--- src/rtl/mips_multicycle_control.sv ---
// Multicycle MIPS main control FSM: sequences fetch/decode/execute/memory/writeback
// for R-type, lw, sw, beq, addi and j, and drives the datapath selects and enables.
module mips_multicycle_control (
    input  logic       clk,
    input  logic       reset,
    input  logic [5:0] op,
    input  logic       zero,
    input  logic       mem_ready,
    output logic       IorD,
    output logic       ALUSrcA,
    output logic       RegDst,
    output logic       MemtoReg,
    output logic       RegWrite,
    output logic       MemWrite,
    output logic       IRWrite,
    output logic [1:0] ALUSrcB,
    output logic [1:0] ALUop,
    output logic [1:0] PCSrc,
    output logic       PCEn,
    output logic       illegal_op,
    output logic [3:0] state
);

    typedef enum logic [3:0] {
        FETCH   = 4'd0,
        DECODE  = 4'd1,
        MEMADR  = 4'd2,
        MEMRD   = 4'd3,
        MEMWB   = 4'd4,
        MEMWR   = 4'd5,
        EXECUTE = 4'd6,
        ALUWB   = 4'd7,
        BEQ     = 4'd8,
        ADDIEX  = 4'd9,
        ADDIWB  = 4'd10,
        JUMP    = 4'd11
    } state_t;

    localparam logic [5:0] OP_RTYPE = 6'b000000;
    localparam logic [5:0] OP_LW    = 6'b100011;
    localparam logic [5:0] OP_SW    = 6'b101011;
    localparam logic [5:0] OP_BEQ   = 6'b000100;
    localparam logic [5:0] OP_ADDI  = 6'b001000;
    localparam logic [5:0] OP_J     = 6'b000010;

    state_t state_q;
    state_t state_d;
    logic   pc_write;
    logic   branch;

    always_ff @(posedge clk or posedge reset) begin
        if (reset) begin
            state_q <= FETCH;
        end else begin
            state_q <= state_d;
        end
    end

    assign state = state_q;

    // Fetch-stage enables depend on mem_ready, so they are also masked by reset
    // to keep the PC and IR frozen while reset is held.
    always_comb begin
        state_d    = FETCH;
        IorD       = 1'b0;
        ALUSrcA    = 1'b0;
        RegDst     = 1'b0;
        MemtoReg   = 1'b0;
        RegWrite   = 1'b0;
        MemWrite   = 1'b0;
        IRWrite    = 1'b0;
        ALUSrcB    = 2'b00;
        ALUop      = 2'b00;
        PCSrc      = 2'b00;
        illegal_op = 1'b0;
        pc_write   = 1'b0;
        branch     = 1'b0;

        case (state_q)
            FETCH: begin
                ALUSrcB  = 2'b01;
                IRWrite  = mem_ready & ~reset;
                pc_write = mem_ready & ~reset;
                state_d  = mem_ready ? DECODE : FETCH;
            end
            DECODE: begin
                ALUSrcB = 2'b11;
                case (op)
                    OP_LW, OP_SW: state_d = MEMADR;
                    OP_RTYPE:     state_d = EXECUTE;
                    OP_BEQ:       state_d = BEQ;
                    OP_ADDI:      state_d = ADDIEX;
                    OP_J:         state_d = JUMP;
                    default: begin
                        state_d    = FETCH;
                        illegal_op = 1'b1;
                    end
                endcase
            end
            MEMADR: begin
                ALUSrcA = 1'b1;
                ALUSrcB = 2'b10;
                state_d = (op == OP_SW) ? MEMWR : MEMRD;
            end
            MEMRD: begin
                IorD    = 1'b1;
                state_d = mem_ready ? MEMWB : MEMRD;
            end
            MEMWB: begin
                MemtoReg = 1'b1;
                RegWrite = 1'b1;
            end
            MEMWR: begin
                IorD     = 1'b1;
                MemWrite = 1'b1;
                state_d  = mem_ready ? FETCH : MEMWR;
            end
            EXECUTE: begin
                ALUSrcA = 1'b1;
                ALUop   = 2'b10;
                state_d = ALUWB;
            end
            ALUWB: begin
                RegDst   = 1'b1;
                RegWrite = 1'b1;
            end
            BEQ: begin
                ALUSrcA = 1'b1;
                ALUop   = 2'b01;
                PCSrc   = 2'b01;
                branch  = 1'b1;
            end
            ADDIEX: begin
                ALUSrcA = 1'b1;
                ALUSrcB = 2'b10;
                state_d = ADDIWB;
            end
            ADDIWB: begin
                RegWrite = 1'b1;
            end
            JUMP: begin
                PCSrc    = 2'b10;
                pc_write = 1'b1;
            end
            default: state_d = FETCH;
        endcase
    end

    assign PCEn = pc_write | (branch & zero);

endmodule

--- config.mk ---
export PLATFORM = sky130hd
export DESIGN_NAME = mips_multicycle_control
export DESIGN_NICKNAME = d
export VERILOG_FILES = /design/src/rtl/mips_multicycle_control.sv
export SDC_FILE = /design/constraint.sdc
export NUM_CORES = 1
export LEC_CHECK = 0
export ABC_CLOCK_PERIOD_IN_PS = 1700
export CAP_MARGIN = 20
export CORE_AREA = 2 2 43 45
export CTS_CLUSTER_SIZE = 28
export DETAILED_ROUTE_END_ITERATION = 8
export DIE_AREA = 0 0 45 47
export PLACE_DENSITY = 0.72
export SYNTH_ARGS = -nofsm -noshare
export SYNTH_HDL_FRONTEND = slang
export SYNTH_SLANG_ARGS = --single-unit
--- constraint.sdc ---
create_clock -name clk -period 1.7 [get_ports clk]
set_input_delay 0.34 -clock clk [delete_from_list [all_inputs] [get_ports clk]]
set_output_delay 0.34 -clock clk [all_outputs]
set_load 0.1 [all_outputs]
# ---- Word level (Yosys, flattened, before mapping)
# Index checks and enable logic that the tools add are counted.
dict set report classes {
  n_addsub 0
  mul 0
  n_div 0
  order_cmp 0
  n_eq_ne 16
  shifts 0
  n_mux 20
  bitwise_logic 4
  n_reduce_logical 8
}
# op count
set op_table {}
lappend op_table {{$pmux W4 S7} 1}
lappend op_table {{$pmux W4 S5} 1}
lappend op_table {{$eq A4 B3 Y1 const B} 4}
lappend op_table {{$eq A4 B4 Y1 const B} 4}
lappend op_table {{$eq A6 B6 Y1 const B} 2}
lappend op_table {{$mux W1} 11}
lappend op_table {{$mux W3} 3}
lappend op_table {{$eq A4 B2 Y1 const B} 2}
lappend op_table {{$pmux W2 S2} 2}
lappend op_table {{$eq A6 B2 Y1 const B} 1}
lappend op_table {{$eq A6 B3 Y1 const B} 1}
lappend op_table {{$eq A6 B4 Y1 const B} 1}
lappend op_table {{$logic_not A6 Y1} 1}
lappend op_table {{$pmux W2 S3} 1}
lappend op_table {{$reduce_or A2 Y1} 3}
lappend op_table {{$reduce_or A6 Y1} 1}
lappend op_table {{$eq A4 B1 Y1 const B} 1}
lappend op_table {{$logic_not A4 Y1} 1}
lappend op_table {{$reduce_or A4 Y1} 1}
lappend op_table {{$reduce_or A3 Y1} 1}
lappend op_table {{$and A1 B1 Y1} 2}
lappend op_table {{$pmux W1 S2} 1}
lappend op_table {{$not A1 Y1} 1}
lappend op_table {{$or A1 B1 Y1} 1}
dict set report totals {
  ff_bits 4
  latch_bits 0
  mem_bits_rw 0
  mem_bits_ro 0
  out_inout_bits 19
  elab_cells 49
  n_memories 0
}

# ---- Depth between registers and ports, before layout
dict set report depth {
  depth_word 4
  depth_mapped 4
  ltp_nobuf 3
}

# ---- Least setup slack after synthesis
# No wires, ideal clock.
dict set report synth_path {
  path_type {register -> output}
  start {reg state_q[2] (netlist: state[2])}
  end {out PCEn}
  arrival_time_ns 3.649
  required_time_ns 1.360
  setup_slack_ns -2.289
  path_stages_with_launch 5
  n_path_buf 1
  path_cell_list {dfrtp_1 buf_2 nor2_1 nand2_1 o32ai_1}
}
dict set report synth_via {
  elab_chain_cells 4
  elab_cells_between_ends 7
  cone_classes {eq/ne (2); mux (2); bitwise (2); reduce/logical (1)}
}
# element line_no
set synth_rtl {}
lappend synth_rtl {{from (decl)} 46} ;# state_t state_q;
lappend synth_rtl {{from (signal assigned)} 55} ;# state_q <= state_d;
lappend synth_rtl {{$eq A4 B4 Y1} 79} ;# case (state_q)
lappend synth_rtl {{$mux W1} 79}
lappend synth_rtl {{$and A1 B1 Y1} 149} ;# assign PCEn = pc_write | (branch & zero);
lappend synth_rtl {{$or A1 B1 Y1 (*)} 149}
lappend synth_rtl {{to (decl)} 19} ;# output logic PCEn,
# Mark *: on every way between the ends. The rest lies on a longest branch, timed or not.

# ---- Worst setup path after layout
dict set report layout_path {
  start {reg state_q[1] (netlist: state[1])}
  end {out IRWrite}
}
dict set report layout_via {
  elab_chain_cells 2
}
# element line_no
set layout_rtl {}
lappend layout_rtl {{$logic_not A4 Y1} 79}
lappend layout_rtl {{$mux W1} 79}
lappend layout_rtl {{to (decl)} 15} ;# output logic IRWrite,
# Every way passes these cells.

==> tab_implementation.tex <==
\begin{tabular}{lr}
\hline
Metric & Value \\
\hline
\multicolumn{2}{l}{\textbf{STA}} \\
Measured slew at the worst slew-check pin & 0.313 ns \\
Total negative slack for setup checks & -1.83 ns \\
Setup slack after layout & -0.198 ns \\
Count of pins over their slew limit & 0 \\
Crit share post-route & 1.12 \\
Remaining max-slew budget at the tightest pin & 0.791 \\
Unrepaired setup endpoints after global routing & yes \\
Number of failing setup endpoints in the final timing report & 15 \\
Fmax & 527 MHz \\
Shortest period the worst path allows & 1.90 ns \\
Final hold viol count & 0 \\
Skew final & 0.00266 ns \\
\multicolumn{2}{l}{\textbf{Logic synthesis}} \\
Syn avg cell area & 7.56 um2 \\
Count of synthesis-stage warnings from yosys & 0 \\
Number of register bits inferred by synthesis & 4 \\
Synthesized instance count & 74 \\
Summed instance area of the synthesized netlist & 559 um2 \\
Post-synthesis sequential area ratio & 0.179 \\
Post-synth net total & 84 \\
Unique masters post-synth & 34 \\
\multicolumn{2}{l}{\textbf{Global routing}} \\
Vias in the first global route & 913 \\
GR Overflow Total & 0 \\
Global-route wire length before repair & 4550 um \\
Total global routing track utilization & 0.301 \\
Initial antenna violation count & 0 \\
Largest net degree at the start of global routing & 10 \\
\multicolumn{2}{l}{\textbf{Finish}} \\
Fraction of final layout cells with drive strength greater than 1 & 0.696 \\
Number of flip-flops in the largest register & 4 \\
Filler cell count in the final layout & 53 \\
Ant. Diodes & 0 \\
Commonest cells after routing, fill and taps aside & sky130\_fd\_sc\_hd\_\_buf\_4, sky130\_fd\_sc\_hd\_\_buf\_12, sky130\_fd\_sc\_hd\_\_nor2\_4, sky130\_fd\_sc\_hd\_\_buf\_6, sky130\_fd\_sc\_hd\_\_dlygate4sd2\_1 \\
Most frequent standard cell in the layout excluding fill and tap cells & sky130\_fd\_sc\_hd\_\_buf\_4 \\
Layout overhead on the synthesized area & 176\% \\
Nets & 147 \\
Sequential cell area in the final layout & 115 um2 \\
Multi-input combinational cell area & 607 um2 \\
\multicolumn{2}{l}{\textbf{Clocking}} \\
Clock slew at reported path FFs & 0.04 ns \\
Clock latency on the worst-skew pair & 0.24 ns \\
Max Buffers Root-to-Sink & 2 \\
Cts bufs inserted & 3 \\
Root buffer cell & sky130\_fd\_sc\_hd\_\_clkbuf\_4 \\
CTS sink count & 4 \\
Number of buffers inserted by hold repair at cts & 0 \\
Clock tree from TritonCTS & built \\
Maximum level of the CTS H-tree & 1 \\
\multicolumn{2}{l}{\textbf{Die}} \\
Area of the core & 0.00165 mm2 \\
Floorplan die width & 45 um \\
Effective utilization at floorplan & 0.339 \\
Site Rows & 15 \\
Number of I/O pins & 29 \\
Overall die height & 47 um \\
Die outline area & 0.00212 mm2 \\
\multicolumn{2}{l}{\textbf{Worst setup path}} \\
Peak per-stage delay on the critical path & 0.54 ns \\
Critical Path Slowest Stage Cell & sky130\_fd\_sc\_hd\_\_dfrtp\_4 \\
Type of element launching the critical path & flop \\
Worst setup EP type & output pin \\
List of cells traversed by the critical path & or2\_4 -> buf\_6 -> nor3\_4 -> buf\_12 \\
Critical path class & reg -> out \\
Arrival time worst endpoint & 1.56 ns \\
Highest fanout seen on the critical path & 8 \\
Required time at the endpoint of the critical path & 1.36 ns \\
\multicolumn{2}{l}{\textbf{Hold path}} \\
Classification of the worst-slack hold path & in -> async \\
\multicolumn{2}{l}{\textbf{Place}} \\
Buffers on Ports & 28 \\
Global placer's final weighted congestion & 0.841 \\
DP HPWL & 1720 um \\
\multicolumn{2}{l}{\textbf{Run status}} \\
Failing checks & negative setup slack \\
Run status & complete, but fails checks \\
\multicolumn{2}{l}{\textbf{Drt}} \\
Final routed DRC violation total & 0 \\
DR vias & 959 \\
Routed wire length per instance & 22.4 um \\
Antenna-violating nets left & 0 \\
Ratio of routed vias to standard cells & 6.31 \\
1st-iter DRT viols & 45 \\
Post-detailed-routing wire length & 3410 um \\
Pre-Repair DR Iteration Count & 4 \\
\multicolumn{2}{l}{\textbf{Flow run}} \\
Count of maximum capacitance violations & 0 \\
\multicolumn{2}{l}{\textbf{Power}} \\
Static Leakage & 0.640 nW \\
PwrDens & 1460 mW/mm2 \\
Peak supply drop & 1.56 mV \\
Total power of the final layout & 2.25 mW \\
\hline
\end{tabular}
## logic make-up after synthesis
| kind of cell | count (synthesis) | synth area share |
|---|---|---|
| mux | 1 | 0.0179 |
| simple gates | 41 | 0.441 |
| compound gates | 16 | 0.215 |
| flops | 4 | 0.179 |
| xor+xnor | 3 | 0.0470 |
| buf+inv | 9 | 0.101 |
## cell type report
class / instances / area share
timing repair buffer: 64 / 0.496
multi-input combinational: 61 / 0.394
sequential: 4 / 0.0747
clock buffer: 3 / 0.0146
tap: 17 / 0.0138
inverter: 3 / 0.00731
## Yosys cell counts
master,instances,area (um2)
sky130_fd_sc_hd__a2111oi_2,1,15.0
sky130_fd_sc_hd__a211oi_1,1,7.51
sky130_fd_sc_hd__a21boi_0,1,7.51
sky130_fd_sc_hd__a21oi_1,2,10.0
sky130_fd_sc_hd__a32oi_1,1,8.76
sky130_fd_sc_hd__and3_1,3,18.8
sky130_fd_sc_hd__and4b_1,1,10.0
sky130_fd_sc_hd__buf_2,3,15.0
sky130_fd_sc_hd__buf_4,1,7.51
sky130_fd_sc_hd__buf_6,2,22.5
sky130_fd_sc_hd__dfrtp_1,4,100
sky130_fd_sc_hd__inv_1,3,11.3
sky130_fd_sc_hd__mux2i_1,1,10.0
sky130_fd_sc_hd__nand2_1,4,15.0
sky130_fd_sc_hd__nand2b_1,6,37.5
sky130_fd_sc_hd__nand3_1,2,10.0
sky130_fd_sc_hd__nand4_1,2,12.5
sky130_fd_sc_hd__nand4b_1,1,8.76
sky130_fd_sc_hd__nor2_1,11,41.3
sky130_fd_sc_hd__nor2_2,1,6.26
sky130_fd_sc_hd__nor3_1,4,20.0
sky130_fd_sc_hd__nor4_1,1,6.26
sky130_fd_sc_hd__nor4b_2,1,15.0
sky130_fd_sc_hd__nor4b_4,1,23.8
sky130_fd_sc_hd__o211ai_1,2,15.0
sky130_fd_sc_hd__o21ai_0,3,15.0
sky130_fd_sc_hd__o21ai_2,2,17.5
sky130_fd_sc_hd__o221ai_1,1,8.76
sky130_fd_sc_hd__o22ai_1,1,6.26
sky130_fd_sc_hd__o32ai_1,1,8.76
sky130_fd_sc_hd__or2_1,1,6.26
sky130_fd_sc_hd__or3_1,1,6.26
sky130_fd_sc_hd__or3b_1,1,8.76
sky130_fd_sc_hd__xor2_1,3,26.3
## worst paths after layout
check / from / end / slack [ns] / depth (start not counted)
worst min register to register: state[2] / state[0] / 0.77 / 2
worst max-delay path: state[1] / IRWrite / -0.20 / 4
worst min-delay path: reset / state[3] / 0.54 / 3
max in group asynchronous: reset / state[2] / 0.96 / 3
worst max register to register: state[1] / state[0] / 0.16 / 5
min in group clk: op[4] / state[2] / 0.71 / 5
## where the power goes
group          switching [mW]  internal, mW  leakage [nW]
clock                  0.0467        0.0795        0.0138
combinational            1.16         0.769         0.580
sequential             0.0591         0.131        0.0469
## repair_timing
action                                  4_1_cts  5_1_grt
gates cloned                                  0        0
pin swaps                                     9        2
gates resized for setup                      21        4
buffers inserted                             11        2
endpoints found under the setup margin       14       16
endpoints found under the hold margin         0        0
## metrics by stage
step	area, um2	hold WS, ns	utilization	cells	setup slack (ns)
floorplan	767	0.106	-	74	-0.527
global placement	1370	0.628	0.827	136	-0.235
detailed placement	1370	0.637	0.827	136	-0.296
CTS	1510	0.512	0.914	150	-0.152
global route	1540	0.585	0.933	152	-0.209
finish	1540	0.543	0.933	152	-0.198
## worst max-delay path: cells and delay by family (launching register included)
kind / cells / cell delay (ns)
simple gates: 2 / 0.44
flops: 1 / 0.54
buf+inv: 2 / 0.32
## routing by layer
metal	routed length [um]	part of all wire	track usage	vias to the layer above
li1	-	-	-	397
met1	1290	0.38	0.375	471
met2	1750	0.51	0.529	74
met3	226	0.066	0.0423	17
met4	136	0.040	0.112	0
met5	0	0	0	-
Power figures use the tool's default switching activity.
==> variant, RTL diff (config.mk and constraints unchanged) <==
Reset style: synchronous (`reset`), changed in one clocked block.
--- a/src/rtl/mips_multicycle_control.sv
+++ b/src/rtl/mips_multicycle_control.sv
@@ -48,7 +48,7 @@
     logic   pc_write;
     logic   branch;
 
-    always_ff @(posedge clk or posedge reset) begin
+    always_ff @(posedge clk) begin
         if (reset) begin
             state_q <= FETCH;
         end else begin
Behaviour: differs if reset is asserted again (counterexample within 4 cycles, from zero or initial values and one cycle with reset high); with reset held inactive, the same outputs for 10 cycles.
==> variant against the unedited design <==
The flow still finishes with violations (negative setup slack). Non-clock buffer count is 5 higher. Clock skew increased by 0.0052 ns. Routed wire length down 15%. Sequential cell count did not move. Hold slack got worse by 0.022 ns. Final area shrank 4.2%. Die area unchanged. Critical path type is now in -> out. Setup slack gained 0.15 ns. Count of clock-buffer cells in the layout unchanged. Synthesized area is 11% lower. Sequential share of layout area fell by 1.0 points.
Power is left out: it rests on default switching activity, and per cell area and clock period it moved more than threefold.
==> variant: results (changes against the unedited design) <==
metric,value,unit,change
crit_arrival,1.41,ns,was 1.56 ns
first_iter_violations,18,,was 45
area_delta_synth_final,195.0,%,was 175.6%
worstHoldPathType,in -> reg,,was in -> async
grtUsageTotal,0.2823,,was 0.3012
grt_pass1_vias,901,,was 913
dr.pass1.iters,5,,was 4
avgRoutedWirePerCell,18.14,um,was 22.40 um
hpwl,1.512,mm,was 1.723 mm
violations,negative setup slack,,unchanged
outcome,finished with violations,,unchanged
place_area,0.001245,mm2,was 0.001366 mm2
synthArstFlopShare,0,,was 1.000
max_slew.worst_pin.slew,0.3522,ns,was 0.3125 ns
synthTopCellsByArea,"dfxtp_1, nor2_1, nand2b_1, a21oi_1, nor3_1",,"was dfrtp_1, nor2_1, nand2b_1, xor2_1, nor4b_4"
clock-skew-final,0.007831,ns,was 0.002656 ns
gp_congestion,0.7947,,was 0.8409
viasPerCell,5.610,,was 6.309
ys_top_cells_by_count,"nor2_1, a21oi_1, nor3_1",,"was nor2_1, nand2b_1, dfrtp_1, nand2_1, nor3_1"
setup_violations,2,,was 15
drive_above_1_share,0.6901,,was 0.6963
crit_fanout,1,,was 8
finalNetCount,154,,was 147
fillers,74,,was 53
synth_fp_nets,86,,was 84
finalWorstSetupSlack,-0.04828,ns,was -0.1976 ns
post-place-ws,-0.3687,ns,was -0.2956 ns
ys_types,30,,was 34
variant: metal layers:
| layer | global-route usage | wire [um] | share of wire | vias up |
|---|---|---|---|---|
| met5 | 0 | 0 | 0 | - |
| met1 | 0.3249 | 1113 | 0.39 | 430 |
| li1 | - | - | - | 409 |
| met2 | 0.5400 | 1592 | 0.55 | 42 |
| met3 | 0.03462 | 129 | 0.045 | 11 |
| met4 | 0.08824 | 48 | 0.017 | 0 |
variant: what timing repair did:
action / in CTS / in global routing
gates resized for setup: 23 / 9
pin swaps: 6 / 6
buffers inserted: 19 / 6
setup endpoints to repair: 9 / 8
variant: through the flow:
stage / instances / setup TNS [ns]
after floorplan: 76 / -2.433
after global placement: 131 / -0.7277
after detailed placement: 131 / -0.8604
after CTS: 153 / -0.02427
after global routing: 159 / -0.2879
final: 159 / -0.09317
variant: kinds of logic after synthesis:
family,share of synthesized area
multiplexers,0.02250
AO/OA/AOI/OAI,0.2600
buffers and inverters,0.07497
XOR/XNOR,0.05251
flip-flops,0.1600
AND/OR/NAND/NOR,0.4300
variant: final cells by class:
class / instances / area share
Timing Repair Buffer: 69 / 0.5195
Multi-Input combinational cell: 65 / 0.3814
Sequential cell: 4 / 0.06441
Clock buffer: 3 / 0.01525
Tap cell: 17 / 0.01441
Inverter: 1 / 0.005085
variant: worst paths after layout:
check | slack (ns) | startpoint | cells past startpoint | endpoint
max | -0.05 | zero | 5 | PCEn
min | 0.52 | reset | 3 | state[3]
max reg2reg | 0.19 | state[2] | 6 | state[0]
min reg2reg | 0.67 | state[3] | 3 | state[2]
variant: worst max-delay path: stages:
cell and delay (ns):
clkdlybuf4s50_1 0.48, nand2_1 0.07, a21oi_1 0.18, or2_4 0.17
buf_12 0.17
